--- src/rtl/lane_dual_port_ram.sv ---
// Simple dual-port RAM: multi-lane packed write port, single-word read port with
// RD_LAT (1|2) latency, and a one-word-per-cycle clear engine. Optional macro:
// LANE_RAM_RDW_BYPASS_EN enables write-first forwarding for same-cycle read/write.
module lane_dual_port_ram #(
  parameter int DW     = 16,
  parameter int AW     = 4,
  parameter int LANES  = 2,
  parameter int RD_LAT = 1
) (
  input  logic                clk,
  input  logic                rst_n,
  input  logic                wr_en,
  input  logic [LANES-1:0]    wr_strb,
  input  logic [AW-1:0]       waddr,
  input  logic [LANES*DW-1:0] wdata,
  output logic                wr_drop,
  input  logic                rd_en,
  input  logic [AW-1:0]       raddr,
  output logic [DW-1:0]       rdata,
  output logic                rd_valid,
  input  logic                clr_req,
  output logic                clr_busy
);

  localparam int DEPTH = 1 << AW;

  localparam logic [0:0] ST_IDLE  = 1'b0;
  localparam logic [0:0] ST_CLEAR = 1'b1;

  if (LANES > DEPTH) begin : g_bad_lanes
    $error("lane_dual_port_ram: LANES (%0d) exceeds DEPTH (%0d)", LANES, DEPTH);
  end
  if (RD_LAT != 1 && RD_LAT != 2) begin : g_bad_lat
    $error("lane_dual_port_ram: RD_LAT must be 1 or 2, got %0d", RD_LAT);
  end

  logic [0:0]    state_q, state_d;
  logic [AW-1:0] cnt_q, cnt_d;
  logic          wr_drop_q, wr_drop_d;
  logic [DW-1:0] mem_q [DEPTH];
  logic [AW-1:0] lane_addr [LANES];
  logic [AW-1:0] lane_off;
  logic          wr_ok;
  logic          rd_vld_q;
  logic [DW-1:0] rd_dat_q, rd_dat_d;

  assign clr_busy = (state_q == ST_CLEAR);
  assign wr_ok    = wr_en && (state_q == ST_IDLE);
  assign wr_drop  = wr_drop_q;
  assign wr_drop_d = wr_en && (|wr_strb) && (state_q == ST_CLEAR);

  // Each enabled lane lands at the base address plus the number of enabled lanes below it.
  always_comb begin
    lane_off = '0;
    for (int k = 0; k < LANES; k++) begin
      lane_addr[k] = waddr + lane_off;
      if (wr_strb[k]) begin
        lane_off = lane_off + AW'(1);
      end
    end
  end

  always_comb begin
    state_d = state_q;
    cnt_d   = cnt_q;
    case (state_q)
      ST_IDLE: begin
        if (clr_req) begin
          state_d = ST_CLEAR;
          cnt_d   = '0;
        end
      end
      default: begin
        cnt_d = cnt_q + AW'(1);
        if (cnt_q == AW'(DEPTH - 1)) begin
          state_d = ST_IDLE;
        end
      end
    endcase
  end

  always_ff @(posedge clk or negedge rst_n) begin
    if (!rst_n) begin
      state_q   <= ST_IDLE;
      cnt_q     <= '0;
      wr_drop_q <= 1'b0;
    end else begin
      state_q   <= state_d;
      cnt_q     <= cnt_d;
      wr_drop_q <= wr_drop_d;
    end
  end

  always_ff @(posedge clk or negedge rst_n) begin
    if (!rst_n) begin
      for (int i = 0; i < DEPTH; i++) begin
        mem_q[i] <= '0;
      end
    end else if (state_q == ST_CLEAR) begin
      mem_q[cnt_q] <= '0;
    end else if (wr_ok) begin
      for (int k = 0; k < LANES; k++) begin
        if (wr_strb[k]) begin
          mem_q[lane_addr[k]] <= wdata[k*DW +: DW];
        end
      end
    end
  end

  // Reads issued while clearing return zero regardless of how far the sweep has got.
  always_comb begin
    rd_dat_d = '0;
    if (rd_en && !clr_busy) begin
      rd_dat_d = mem_q[raddr];
`ifdef LANE_RAM_RDW_BYPASS_EN
      if (wr_ok) begin
        for (int k = 0; k < LANES; k++) begin
          if (wr_strb[k] && (lane_addr[k] == raddr)) begin
            rd_dat_d = wdata[k*DW +: DW];
          end
        end
      end
`endif
    end
  end

  always_ff @(posedge clk or negedge rst_n) begin
    if (!rst_n) begin
      rd_vld_q <= 1'b0;
      rd_dat_q <= '0;
    end else begin
      rd_vld_q <= rd_en;
      rd_dat_q <= rd_dat_d;
    end
  end

  if (RD_LAT == 2) begin : g_lat2
    logic          rd_vld2_q;
    logic [DW-1:0] rd_dat2_q;

    always_ff @(posedge clk or negedge rst_n) begin
      if (!rst_n) begin
        rd_vld2_q <= 1'b0;
        rd_dat2_q <= '0;
      end else begin
        rd_vld2_q <= rd_vld_q;
        rd_dat2_q <= rd_dat_q;
      end
    end

    assign rd_valid = rd_vld2_q;
    assign rdata    = rd_dat2_q;
  end else begin : g_lat1
    assign rd_valid = rd_vld_q;
    assign rdata    = rd_dat_q;
  end

endmodule

--- config.mk ---
export PLATFORM = sky130hd
export DESIGN_NAME = lane_dual_port_ram
export DESIGN_NICKNAME = d
export VERILOG_FILES = /design/src/rtl/lane_dual_port_ram.sv
export SDC_FILE = /design/constraint.sdc
export NUM_CORES = 1
export LEC_CHECK = 0
export ABC_AREA = 0
export BUFFER_PORTS_ARGS = -buffer_cell sky130_fd_sc_hd__buf_2
export CAP_MARGIN = 40
export CORE_UTILIZATION = 26
export CTS_CLUSTER_DIAMETER = 120
export DETAILED_ROUTE_END_ITERATION = 8
export MAX_ROUTING_LAYER = met4
export PLACE_DENSITY_LB_ADDON = 0.1
export SYNTH_ARGS = -nofsm -noshare
export SYNTH_HDL_FRONTEND = slang
export SYNTH_SLANG_ARGS = --single-unit
--- constraint.sdc ---
create_clock -name clk -period 2.5 [get_ports clk]
set_input_delay 0.375 -clock clk [delete_from_list [all_inputs] [get_ports clk]]
set_output_delay 0.375 -clock clk [all_outputs]
set_load 0.02 [all_outputs]
## After elaboration in Yosys (flattened, before gate mapping)

Cells that the tools add are included.

| word-level totals | value |
|---|---|
| input bits | 47 |
| output and inout bits | 19 |
| latch bits | 0 |
| memories kept | 0 |
| register bits | 279 |
| memory bits (writable) | 0 |
| ROM bits | 0 |

| operators by class | value |
|---|---|
| shift operators | 0 |
| magnitude comparators | 7 |
| muxes and demuxes | 24 |
| reduce and logical (&&, ||, !) cells | 11 |
| eq/ne operators | 1 |
| bitwise operators | 7 |
| add/subtract/negate cells | 2 |
| multiply operators | 0 |
| divide/modulo/power cells | 0 |

Operators by type and width:

| kind | number |
|---|---|
| 2-to-1 mux 256 bit | 6 |
| bitwise mux 256 bit | 2 |
| bitwise AND 256 bit | 1 |
| inverter 256 bit | 1 |
| demux 16 bit (select 4 bit) | 3 |
| 2-to-1 mux 16 bit | 6 |
| binary-select mux 16 bit (select 4 bit) | 1 |
| greater-or-equal comparator 5 bit (second input constant) | 4 |
| inverter 4 -> 5 bit | 4 |
| < comparator 5 x 1 -> 1 bit (second input constant) | 3 |
| 2-to-1 mux 4 bit | 2 |
| logical AND 1 bit | 7 |
| adder 4 x 1 -> 4 bit | 1 |
| adder 4 x 1 -> 4 bit (second input constant) | 1 |
| equality test 4 bit (second input constant) | 1 |
| 2-to-1 mux 1 bit | 4 |
| nonzero test 2 bit | 2 |
| OR reduction 2 bit | 1 |
| zero test 1 bit | 1 |
| inverter 1 bit | 1 |

## Longest topological paths before layout

| depth | value |
|---|---|
| word-level depth | 13 |
| gate-level depth with buffers | 9 |
| depth with buffers taken out | 7 |

## Worst setup path before layout

OpenSTA, ideal clock, no wires.

| timing | value |
|---|---|
| kind | input to register |
| start | input wr_strb[0] |
| end | register mem_q[120] (netlist name) |
| cell stages on the path | 9 |
| arrival time | 2.228 ns |
| setup time | 0.126 ns |
| setup slack | 0.146 ns |
| cells stage by stage | ha_1 > ha_1 > and2_2 > a211oi_4 > or2_1 > buf_2 > buf_6 > nor3_1 > a221o_1 |

| on the way | value |
|---|---|
| cells in the longest elaborated chain, start to end | 11 |
| elaborated cells on any way between the ends | 15 |
| classes of those cells | 1 x add/sub; 2 x order compare; 10 x mux; 1 x bitwise; 1 x reduce/logical |

RTL lines:

| item | line | RTL |
|---|---|---|
| start: declaration | 13 | `input logic [LANES-1:0] wr_strb,` |
| 2-to-1 mux 1 bit | 57 | `if (wr_strb[k]) begin` |
| adder 4 x 1 -> 4 bit | 56 | `lane_addr[k] = waddr + lane_off;` |
| inverter 4 -> 5 bit (implied by the code) | 104 | `mem_q[lane_addr[k]] <= wdata[k*DW +: DW];` |
| greater-or-equal comparator 5 bit (implied by the code) / < comparator 5 x 1 -> 1 bit (equally long branches) | 104 |  |
| logical AND 1 bit (implied by the code) | 104 |  |
| 2-to-1 mux 16 bit (implied by the code) | 104 |  |
| demux 16 bit (select 4 bit) | 104 |  |
| bitwise mux 256 bit | 104 |  |
| 2-to-1 mux 256 bit * | 103 | `if (wr_strb[k]) begin` |
| 2-to-1 mux 256 bit * | 101 | `end else if (wr_ok) begin` |
| 2-to-1 mux 256 bit * | 99 | `end else if (state_q == ST_CLEAR) begin` |
| end signal: indexed assignment | 104 |  |
| end: declaration | 40 | `logic [DW-1:0] mem_q [DEPTH];` |

Mark *: on every way between the ends. The rest lies on a longest branch, timed or not. The select of a mux whose other input is x is not followed.
A chain may end at the register's enable or synchronous reset.

## Worst setup path after layout

| timing | value |
|---|---|
| start | register state_q (netlist: clr_busy) |
| end | register mem_q[66] (netlist name) |

| on the way | value |
|---|---|
| cells in the longest elaborated chain, start to end | 3 |
| elaborated cells on any way between the ends | 4 |
| classes of those cells | 1 x mux; 1 x bitwise; 2 x reduce/logical |

RTL lines:

| item | line | RTL |
|---|---|---|
| start: declaration | 37 | `logic [0:0] state_q, state_d;` |
| start signal: assignment | 88 | `state_q <= state_d;` |
| inverter 1 bit | - |  |
| logical AND 1 bit | 48 | `assign wr_ok = wr_en && (state_q == ST_IDLE);` |
| nonzero test 2 bit (no line) | - |  |

Several ways; a longest one is shown, not always the timed one.

==> impl_metrics.toml <==
[timing]
finalHoldViolations = 0
clock.fmax_ghz = 0.448
worstMarginPinSlew_ns = 0.688
slew_headroom_pct = 53.7
final.period_utilization_pct = 89.2
setup-violations-final = 0
drv_slew = 0
layout_min_cycle_time_ns = 2.23
rsz0062_at_grt = "false"
fin_worst_skew_ns = 0.0424

[global_route]
grt_pass1_vias = 13600
grt_max_degree = 65
grt_usage_pct = 24.7
overflow = 0
global_route_wire_length_before_repair_um = 103000
antenna_found_initial = 0

[floorplan]
placementRows = 88
floorplan.initialDensity_pct = 26.3
die_area_um2 = 59400
die-width_um = 244
io_pins = 66
coreArea_um2 = 57700
die_height_um = 244

[detailed_routing]
detail_route.vias_per_cell = 5.76
drt_first_pass_iters = 5
via_count = 13300
drt.antenna.violating_nets = 0
routed_wirelength_um = 70900
post_drt_wl_per_cell_um = 30.6
drc_errors = 0
first_iter_violations = 1050

[clocking]
cts.sinks = 279
cts-buffers-inserted = 37
clkSlewWorstSetupHoldPaths_ns = 0.06
clk_latency_ns = 0.59
clock_tree_from_tritoncts = "done"
clock_root_cell = "sky130_fd_sc_hd__clkbuf_16"
cts-htree-levels = 2
clockBufferDepth = 3

[synthesis]
postSynthAreaPerCell_um2 = 11.0
post_synth_most_frequent_cells = "sky130_fd_sc_hd__dfrtp_1 (279), sky130_fd_sc_hd__a221o_1 (239), sky130_fd_sc_hd__nor2_1 (176), sky130_fd_sc_hd__nor3_1 (115), sky130_fd_sc_hd__nand2_1 (87)"
seq_area_frac_synth_pct = 45.9
unique_masters_post_synth = 52
post-synth-top-count-cell = "sky130_fd_sc_hd__dfrtp_1"
yosys-top-cells-area = "sky130_fd_sc_hd__dfrtp_1 (46%), sky130_fd_sc_hd__a221o_1 (16%), sky130_fd_sc_hd__mux4_2 (6.2%)"
synth_top_flop_cell = "sky130_fd_sc_hd__dfrtp_1"
netlist.top_cell.by_area = "sky130_fd_sc_hd__dfrtp_1"
synth_warnings = 0
synth_largest_type_area_fraction_pct = 45.9
synthArstFlopShare_pct = 100
number_of_synthesized_register_bits = 279
synthesis.instances = 1380
netlist_area_um2 = 15200
synth_edf_count = 0
synth.net_count = 1434

[setup_path]
worst_path_max_delay_cell = "sky130_fd_sc_hd__o21ai_0"
timing.critical_path.depth = 6
max_stage_delay_ns = 0.60
path_max_fanout = 13
crit_required_ns = 2.93
critPathBufInv = 2
timing.critical_path.max_delay_family = "compound AO/OA/AOI/OAI gates"
cp_cell_sequence = "buf_4, nand2_1, o21ai_0, o31ai_4, buf_4, a221o_1"
cp_data_arrival_time_ns = 2.67
cells_on_worst_reg2reg_path = 6
path_common_cell = "sky130_fd_sc_hd__buf_4"
cp-end-kind = "flop"
worst-setup-path-type = "reg -> reg"
worstSetupStartpointType = "flop"

[final_layout]
num-nets-final = 1574
post_layout_nonfiller_instances = 2313
layout-drive-gt1-share_pct = 25.6
regArea_um2 = 6980
multi_input_logic_area_um2 = 7650
nFillCells = 5886
areaGrowthSynthToFinish_pct = 25.8

[hold_path]
hold_depth = 2
min_path_type = "in -> reg"

[placement]
port-buffer-count = 65
gp_routability_congestion = 0.832
place_hpwl_um = 49300
dp.cells = 2244

[power_and_ir_drop]
irDropWorstVdd_mv = 0.415
total_leakage_power_nw = 8.03
power_per_cell_area_nw_per_um2 = 845
design_power_total_mw = 16.2

[outcome]
status = "completed"

[flow_run]
max_cap_viol_count = 0
-- metrics by stage --
| step | setup TNS (ns) | utilization [%] | hold slack, ns | instance area, µm² | worst slack (ns) |
|---|---|---|---|---|---|
| after floorplan | 0 | - | 0.0794 | 15200 | 0.146 |
| after global placement | -5.26 | 30.8 | 0.392 | 17800 | -0.115 |
| after detailed placement | -7.49 | 30.9 | 0.420 | 17800 | -0.125 |
| after CTS | 0 | 33.1 | 0.00408 | 19100 | 0.308 |
| after global routing | 0 | 33.1 | 0.0357 | 19100 | 0.243 |
| final | 0 | 33.1 | 0.0257 | 19100 | 0.269 |
-- layout by cell type (no fill, tap or decap), types with 32 or more instances in the layout --
cell | Yosys | routed
sky130_fd_sc_hd__nor3_1 | 115 | 115
sky130_fd_sc_hd__dfrtp_1 | 279 | 278
sky130_fd_sc_hd__clkbuf_16 | 0 | 38
sky130_fd_sc_hd__mux4_2 | 42 | 42
sky130_fd_sc_hd__a221o_1 | 239 | 239
sky130_fd_sc_hd__mux2i_1 | 56 | 56
sky130_fd_sc_hd__buf_2 | 44 | 62
sky130_fd_sc_hd__nand2_1 | 87 | 87
sky130_fd_sc_hd__and2_1 | 32 | 32
sky130_fd_sc_hd__buf_4 | 4 | 102
sky130_fd_sc_hd__buf_12 | 0 | 55
sky130_fd_sc_hd__nor2_1 | 176 | 174
-- repair_timing --
| item | 4_1_cts | 5_1_grt |
|---|---|---|
| endpoints found under the hold margin | 57 | 0 |
| setup endpoints to repair | 0 | 0 |
| hold buffers | 2 | 0 |
| gates resized for setup | 0 | 0 |
| setup buffers | 0 | 0 |
-- cell type report --
cell class / instances / area share [%]
inverters: 5 / 0.0982
clock buffers: 50 / 5.42
well taps: 765 / 5.01
repair buffers: 222 / 11.6
clock inverters: 16 / 1.37
flip-flops and latches: 279 / 36.5
diodes: 1 / 0.0131
multi-input cells: 975 / 40.0
-- cells by family (layout without fill, tap and decap cells) --
| family | Yosys count | in the layout | synth area share [%] |
|---|---|---|---|
| xor gates and xnor gates | 1 | 1 | 0.107 |
| other | 0 | 1 | 0 |
| adders and majority gates | 7 | 7 | 0.576 |
| AOI/OAI and AO/OA | 363 | 363 | 22.8 |
| and+or+nand+nor | 487 | 487 | 15.3 |
| DFF | 279 | 279 | 45.9 |
| muxes | 117 | 117 | 11.3 |
| buffers and inverters | 126 | 293 | 3.92 |
-- path summary, 6_finish.rpt --
| check | start | to | slack [ns] |
|---|---|---|---|
| hold / removal | clr_req | cnt_q[1] | 0.03 |
| max in group asynchronous | rst_n | mem_q[115] | 1.33 |
| setup reg to reg | clr_busy | mem_q[66] | 0.27 |
| setup / recovery | clr_busy | mem_q[66] | 0.27 |
| min in group asynchronous | rst_n | mem_q[45] | 0.37 |
| hold reg to reg | mem_q[99] | mem_q[99] | 0.48 |
-- where the power goes --
part           switching, mW  internal (mW)
clock network           2.28           3.55
logic                   2.66           1.85
registers              0.619           5.20
-- registers in the layout (all words and copies together), names as in the netlist --
name and flops:
wr_drop 1, mem_q 256, clr_busy 1, rdata 16, rd_valid 1, cnt_q 4
-- layer usage --
layer | part of all wire (%) | vias to the layer above | global-route usage, %
li1 | - | 5715 | -
met1 | 43 | 6958 | 31.9
met2 | 47 | 541 | 38.9
met3 | 4.9 | 110 | 2.97
met4 | 4.4 | 0 | 10.5
met5 | 0 | - | -
Note: power is estimated with default switching activity, not from simulation.
